--- config.mk ---
export PLATFORM = sky130hd
export DESIGN_NAME = reg_bus_arbiter
export DESIGN_NICKNAME = d
export VERILOG_FILES = /design/src/rtl/reg_bus_arbiter.sv
export SDC_FILE = /design/constraint.sdc
export NUM_CORES = 1
export LEC_CHECK = 0
export CAP_MARGIN = 20
export CORE_AREA = 2 2 116 118
export DETAILED_ROUTE_END_ITERATION = 8
export DIE_AREA = 0 0 118 120
export PLACE_DENSITY = 0.82
export SLEW_MARGIN = 10
export SYNTH_ARGS = -nofsm -noshare
export SYNTH_HDL_FRONTEND = slang
export SYNTH_SLANG_ARGS = --single-unit
--- constraint.sdc ---
create_clock -name sys_clk -period 2.83 [get_ports sys_clk]
set_input_delay 0.283 -clock sys_clk [delete_from_list [all_inputs] [get_ports sys_clk]]
set_output_delay 0.283 -clock sys_clk [all_outputs]
set_load 0.02 [all_outputs]
--- src/rtl/reg_bus_arbiter.sv ---
// reg_bus_arbiter: round-robin arbiter sharing one register bus among NREQ requesters,
// with a bounded wait for the target acknowledge and an error completion on timeout.
module reg_bus_arbiter #(
    parameter int NREQ    = 4,
    parameter int AW      = 11,
    parameter int DW      = 32,
    parameter int TIMEOUT = 255
) (
    input  logic                     sys_clk,
    input  logic                     sys_reset_n,
    input  logic [NREQ-1:0]          req_valid,
    input  logic [NREQ-1:0]          req_write,
    input  logic [NREQ*AW-1:0]       req_addr,
    input  logic [NREQ*DW-1:0]       req_wdata,
    output logic [NREQ-1:0]          req_ack,
    output logic [DW-1:0]            req_rdata,
    output logic                     req_err,
    output logic                     reg_cs,
    output logic                     reg_write,
    output logic [AW-1:0]            reg_addr,
    output logic [DW-1:0]            reg_wdata,
    input  logic [DW-1:0]            reg_rdata,
    input  logic                     reg_ack,
    output logic [$clog2(NREQ)-1:0]  grant_id,
    output logic                     busy
);
    localparam int GW = $clog2(NREQ);
    localparam int CW = $clog2(TIMEOUT + 1);
    typedef enum logic [1:0] {IDLE, ISSUE, WAIT, DONE} state_t;
    state_t          state_q;
    logic [GW-1:0]   grant_q, last_q, pick_d, idx;
    logic            pick_vld_d;
    logic [CW-1:0]   cnt_q;
    logic [NREQ-1:0] req_ack_q, ack_vec;
    logic [DW-1:0]   req_rdata_q, reg_wdata_q;
    logic [AW-1:0]   reg_addr_q;
    logic            req_err_q, reg_cs_q, reg_write_q, busy_q;
    // Walk downward so the closest requester after last_q wins; i = NREQ revisits last_q itself.
    always_comb begin
        pick_d = last_q;
        pick_vld_d = 1'b0;
        idx = last_q;
        for (int i = NREQ; i >= 1; i--) begin
            idx = last_q + GW'(i);
            if (req_valid[idx]) begin
                pick_d = idx;
                pick_vld_d = 1'b1;
            end
        end
        ack_vec = NREQ'(1) << grant_q;
    end
    always_ff @(posedge sys_clk) begin
        if (!sys_reset_n) begin
            state_q     <= IDLE;
            last_q      <= GW'(NREQ - 1);
            grant_q     <= '0;
            cnt_q       <= '0;
            req_ack_q   <= '0;
            req_err_q   <= 1'b0;
            req_rdata_q <= '0;
            reg_cs_q    <= 1'b0;
            reg_write_q <= 1'b0;
            reg_addr_q  <= '0;
            reg_wdata_q <= '0;
            busy_q      <= 1'b0;
        end else begin
            req_ack_q <= '0;
            req_err_q <= 1'b0;
            reg_cs_q  <= 1'b0;
            case (state_q)
                IDLE: if (pick_vld_d) begin
                    grant_q     <= pick_d;
                    reg_write_q <= req_write[pick_d];
                    reg_addr_q  <= req_addr[int'(pick_d)*AW +: AW];
                    reg_wdata_q <= req_wdata[int'(pick_d)*DW +: DW];
                    reg_cs_q    <= 1'b1;
                    busy_q      <= 1'b1;
                    state_q     <= ISSUE;
                end
                ISSUE, WAIT: begin
                    cnt_q <= (state_q == ISSUE) ? '0 : (reg_ack ? cnt_q : cnt_q + 1'b1);
                    if (reg_ack) begin
                        req_rdata_q <= reg_rdata;
                        req_ack_q   <= ack_vec;
                        state_q     <= DONE;
                    end else if (state_q == ISSUE) begin
                        state_q <= WAIT;
                    end else if (cnt_q == CW'(TIMEOUT - 1)) begin
                        req_rdata_q <= '0;
                        req_err_q   <= 1'b1;
                        req_ack_q   <= ack_vec;
                        state_q     <= DONE;
                    end
                end
                default: begin
                    last_q  <= grant_q;
                    busy_q  <= 1'b0;
                    state_q <= IDLE;
                end
            endcase
        end
    end
    assign req_ack   = req_ack_q;
    assign req_rdata = req_rdata_q;
    assign req_err   = req_err_q;
    assign reg_cs    = reg_cs_q;
    assign reg_write = reg_write_q;
    assign reg_addr  = reg_addr_q;
    assign reg_wdata = reg_wdata_q;
    assign grant_id  = grant_q;
    assign busy      = busy_q;
endmodule

# Yosys cells after proc, flatten, opt, wreduce, memory -nomap -nowiden

Cells that the tools add are included.

Input port bits: 215
Register bits: 97

Add/subtract/negate cells: 4
Bitwise gates (word level): 2
Multipliers: 1
Shift operators: 3
Reductions and logical operators: 12
Order comparisons: 5
Eq/ne operators: 7
Mux-type cells: 34

Operators with widths:

| cell                  | count |
|---|---|
| $shiftx A128 B8 Y32   | 1 |
| $mux W32              | 3 |
| $shiftx A44 B7 Y11    | 1 |
| $mux W8               | 2 |
| $lt A2 B3 Y1 const B  | 5 |
| $mux W2               | 7 |
| $mux W1               | 12 |
| $mux W4               | 3 |
| $reduce_and A2 Y1     | 6 |
| $bmux W1 S2           | 5 |
| $add A8 B1 Y8 const B | 1 |
| $eq A8 B8 Y1 const B  | 1 |
| $mul A2 B4 Y6 const B | 1 |
| $add A2 B2 Y2 const B | 2 |
| $ne A2 B2 Y1 const B  | 2 |
| $ne A4 B4 Y1 const B  | 1 |
| $pmux W2 S2           | 1 |
| $reduce_or A4 Y1      | 1 |
| $shl A1 B2 Y4 const A | 1 |
| $reduce_and A3 Y1     | 1 |
| $reduce_or A3 Y1      | 1 |
| $add A2 B1 Y2 const B | 1 |
| $eq A2 B1 Y1 const B  | 1 |
| $eq A2 B2 Y1 const B  | 1 |
| 6 further kinds       | 7 |

# Depth between registers and ports, before layout

Word-level depth: 8
Depth in mapped cells: 9
Depth with buffers taken out: 7

# Worst setup path after synthesis

OpenSTA, ideal clock, no wires.

Path type: register -> register
From: register state_q[0]
To: register req_rdata_q[10], in the netlist req_rdata[10]
Cell stages (with the launch flop): 8
Path slack: 1.017 ns
Required time: 2.770 ns
Data arrival time: 1.754 ns
Clock period less this slack: 1.813 ns
Path through: dfxtp_1 -> inv_1 -> ha_1 -> clkbuf_1 -> and3_1 -> clkbuf_1 -> clkbuf_1 -> a22o_1

Longest elaborated chain between the ends: 3
Elaborated cells on any way between the ends: 5

Ends and longest elaborated chain:

| item                                                       | line   | RTL |
|---|---|---|
| start, declared                                            | 30     | `state_t state_q;` |
| start signal, assigned                                     | 54     | `state_q <= IDLE;` |
| start signal, assigned                                     | 78     | `state_q <= ISSUE;` |
| start signal, assigned                                     | 85     | `state_q <= DONE;` |
| $eq A2 B1 Y1 or $eq A2 B2 Y1 (tied branches)               | 70, 86 |  |
| $ne A2 B2 Y1 (no line) or $reduce_or A2 Y1 (tied branches) | n/a    |  |
| $reduce_and A3 Y1 (no line) *                              | n/a    |  |
| end signal, assigned                                       | 83     | `req_rdata_q <= reg_rdata;` |
| end, declared                                              | 35     | `logic [DW-1:0] req_rdata_q, reg_wdata_q;` |

Mark *: on every way between the ends. The rest lies on a longest branch, timed or not.
A chain may end at the register's enable or synchronous reset.

# Worst setup path after layout

From: register state_q[0]
To: register cnt_q[5]

Longest elaborated chain between the ends: 3
Elaborated cells on any way between the ends: 6

Ends and longest elaborated chain:

| item                                                       | line   | RTL |
|---|---|---|
| $eq A2 B1 Y1 or $eq A2 B2 Y1 (tied branches)               | 70, 81 |  |
| $ne A2 B1 Y1 (no line) or $reduce_or A2 Y1 (tied branches) | n/a    |  |
| $reduce_and A2 Y1 (no line)                                | n/a    |  |
| end signal, assigned                                       | 81     | `cnt_q <= (state_q == ISSUE) ? '0 : (reg_ack ? cnt_q : cnt_q + 1'b1);` |
| end, declared                                              | 33     | `logic [CW-1:0] cnt_q;` |

Parallel ways exist; a longest one is shown, timed or not.

==> out/metrics.csv <==
metric;value;unit
outcome;completed;
reg2reg start;state_q[0];
asr flop ratio synth;0;%
Setup Skew;0.004512;ns
worst path arrival time;2.59;ns
via/cell ratio;5.542;
CTS buffer count;9;
Hold Crit Endpoint;last_q[1];
capturing point of the worst reg2reg path;cnt_q[5];
internal power;0.004253;W
Pwr Total;0.006906;W
critical path's slowest cell;ha_1;
Syn Area/Cell;8.926;um^2
GP Congestion;0.8938;
post-place setup slack;0.1670;ns
synth-to-layout area growth;70.04;%
switch share;38.42;%
final hold violations;0;
TritonCTS clock tree;built;
Hold Path Depth;2;
normalized max-slew margin;61.34;%
largest net degree at the start of global routing;37;
Residual DRC;0;
required time of the critical path;3.10;ns
post-route antenna net violation count;0;
Hold Startpoint;sys_reset_n;
first-pass GRT wire length;28610;um
Seq cells post-synth;97;
Starting DRT DRC Count;480;
clock power share;19.0;%
max-slew violation count;0;
Synthesis Warnings;0;
post-synthesis simple-gate area fraction;17.24;%
WL/cell;18.33;um
cell family with most CP delay;simple AND/OR/NAND/NOR gates;
top cells by area, synth;dfxtp_1 (39%), mux2i_1 (9.8%), a22o_1 (5.7%), nand3_1 (4.8%), nand2_1 (2.9%);
FP Rows;42;
Post-Synthesis Cells;552;
gr ovfl total;0;
Critical Path Fanout Max;11;
clock buffer depth;2;
count leader, synth;dfxtp_1;
Flop pwr share;30.4;%
Pwr Density;824.3;nW/um^2
Clock Tree Root;clkbuf_16;
Max Clock Freq;431.4;MHz
syn nets;774;
Resized Gates After CTS;0;
post-synthesis adder-cell area fraction;1.778;%
hold_buf cts;0;
Comb pwr share;50.6;%
mux contribution to synthesized area;9.751;%
Max stage delay on crit path;0.49;ns
routed wire length;18480;um
ys flop type;dfxtp_1;
Design Area, Final;8378;um^2
vias in the first global route;5595;
Leakage;3.227;nW
hold slack final;0.3833;ns
clk sink count;97;
post-synthesis cell type count;48;
net switching power;0.002653;W
Clock Latency Late Sink;0.34;ns
Die Span Y;120;um
fillers;1050;
fin crit share;81.90;%
largest family of logic cells by synthesized area;compound AO/OA/AOI/OAI gates;
R2R Setup Slk;0.51;ns
CP Class;reg -> reg;
post-synthesis sequential area ratio;39.41;%
Setup Buffers After CTS;0;
FF-to-FF path depth;6;
CP cell instances;inv_1 > ha_1 > a21boi_0 > nand4_1 > or3_1 > a21oi_1;
cell taking the most area after synthesis;dfxtp_1;
Max Cap Viol;0;
# port buffers;299;
crit path launch type;flip-flop;
Cell Area, Synth;4927;um^2
minimum clock period;2.318;ns
dpl cell area;8048;um^2
final setup fails;0;
Synth Area in Compound Gates;25.06;%
XOR/XNOR Fraction of Synth Area;0.5333;%
Final WS setup;0.5122;ns
die width;118;um
core area;12980;um^2
Buf/Inv on CP;1;
worst vdd ir;421.2;uV
H-tree levels;3;
drt first pass iters;5;
HP Class;in -> reg;
most frequent cells after synthesis;dfxtp_1 (97), mux2i_1 (48), nand3_1 (47), nand2_1 (38), a22o_1 (32);
layout cells sized above 1;5.415;%
Setup crit end kind;flip-flop;
RSZ-0062 raised after global routing;no;
aggregate global-route resource usage;25.28;%
Slew @ Worst Pin;0.5785;ns
post-synth top area share;39.41;%
IO Pins;300;
initial antenna violation count;1;
Via Count;5586;
die footprint;14160;um^2
Post-synth EDFFs;0;
setup_tns;0;ns
initial core utilization;37.96;%
HPWL Detailed;13680;um
Reg clk slew, reported paths;0.06;ns
nets@finish;1048;
==> power by group through the flow <==
stage          logic (W)  registers, W  clock network (W)
6_report         0.00350       0.00210            0.00131
5_1_grt          0.00373       0.00214            0.00139
4_1_cts          0.00349       0.00210            0.00134
3_5_place_dp     0.00348       0.00211                  0
3_3_place_gp     0.00339       0.00211                  0
2_1_floorplan    0.00151       0.00255                  0
==> how the worst max path moves through the flow <==
stage                      start             to  slack [ns]  depth (start not counted)
finish                state_q[0]       cnt_q[5]        0.51                          6
global route          state_q[0]       cnt_q[5]        0.34                          6
CTS                   state_q[0]       cnt_q[5]        0.51                          6
detailed placement  req_valid[0]    reg_addr[2]        0.17                          6
global placement    req_valid[0]    reg_addr[4]        0.31                          6
floorplan             state_q[0]  req_rdata[10]        1.02                          7
==> kinds of logic after synthesis <==
family                   count (synthesis)
flip-flops                              97
adder cells (fa/ha/maj)                  7
multiplexers                            48
XOR/XNOR                                 3
AO/OA/AOI/OAI                          161
AND/OR/NAND/NOR                        172
buffers and inverters                   64
==> state kept, by name, summed over array words and instances, names as in the netlist <==
register	cells
busy	1
cnt_q	8
grant_id	2
last_q	2
reg_addr	11
reg_cs	1
reg_wdata	32
reg_write	1
req_ack	4
req_err	1
req_rdata	32
state_q	2
==> final cells by class <==
cell class | instances | area (um^2) | area share (%)
timing repair buffer | 317 | 3161 | 37.72
multi-input combinational | 391 | 2695 | 32.17
sequential | 97 | 1942 | 23.18
clock buffer | 9 | 225.2 | 2.688
tap | 176 | 220.2 | 2.628
clock inverter | 7 | 95.09 | 1.135
inverter | 10 | 37.54 | 0.4480
antenna | 1 | 2.502 | 0.02987
==> placed cells by master, fill, tap and decap left out, types with 3 or more instances in the layout <==
master / count
o211ai_1: 15
o31a_1: 14
a211oi_1: 3
inv_1: 9
nor2b_1: 4
or3_1: 3
nand4_1: 17
clkbuf_16: 9
a22o_1: 32
a31oi_1: 14
o31ai_1: 15
nor3_1: 19
clkdlybuf4s50_1: 298
a41o_1: 14
nor2_1: 26
buf_12: 3
nand3_1: 47
ha_1: 7
mux2i_1: 48
o221ai_1: 16
nand2_1: 38
buf_4: 15
o21ai_0: 16
dfxtp_1: 97
a21oi_1: 8
o21ai_1: 6
==> metal layers <==
| layer | part of all wire, % | up-vias | GRT usage (%) |
|---|---|---|---|
| li1 | - | 2650 | - |
| met5 | 0 | - | 0 |
| met1 | 39 | 2602 | 29.19 |
| met2 | 49 | 283 | 43.68 |
| met4 | 3.8 | 0 | 11.90 |
| met3 | 8.1 | 51 | 6.654 |
==> stage by stage <==
step	instances	utilization (%)
finish	1008	64.55
global route	1008	64.55
CTS	1006	64.47
detailed placement	990	62.00
global placement	990	62.00
floorplan	552	-
Note: power is estimated with default switching activity, not from simulation.
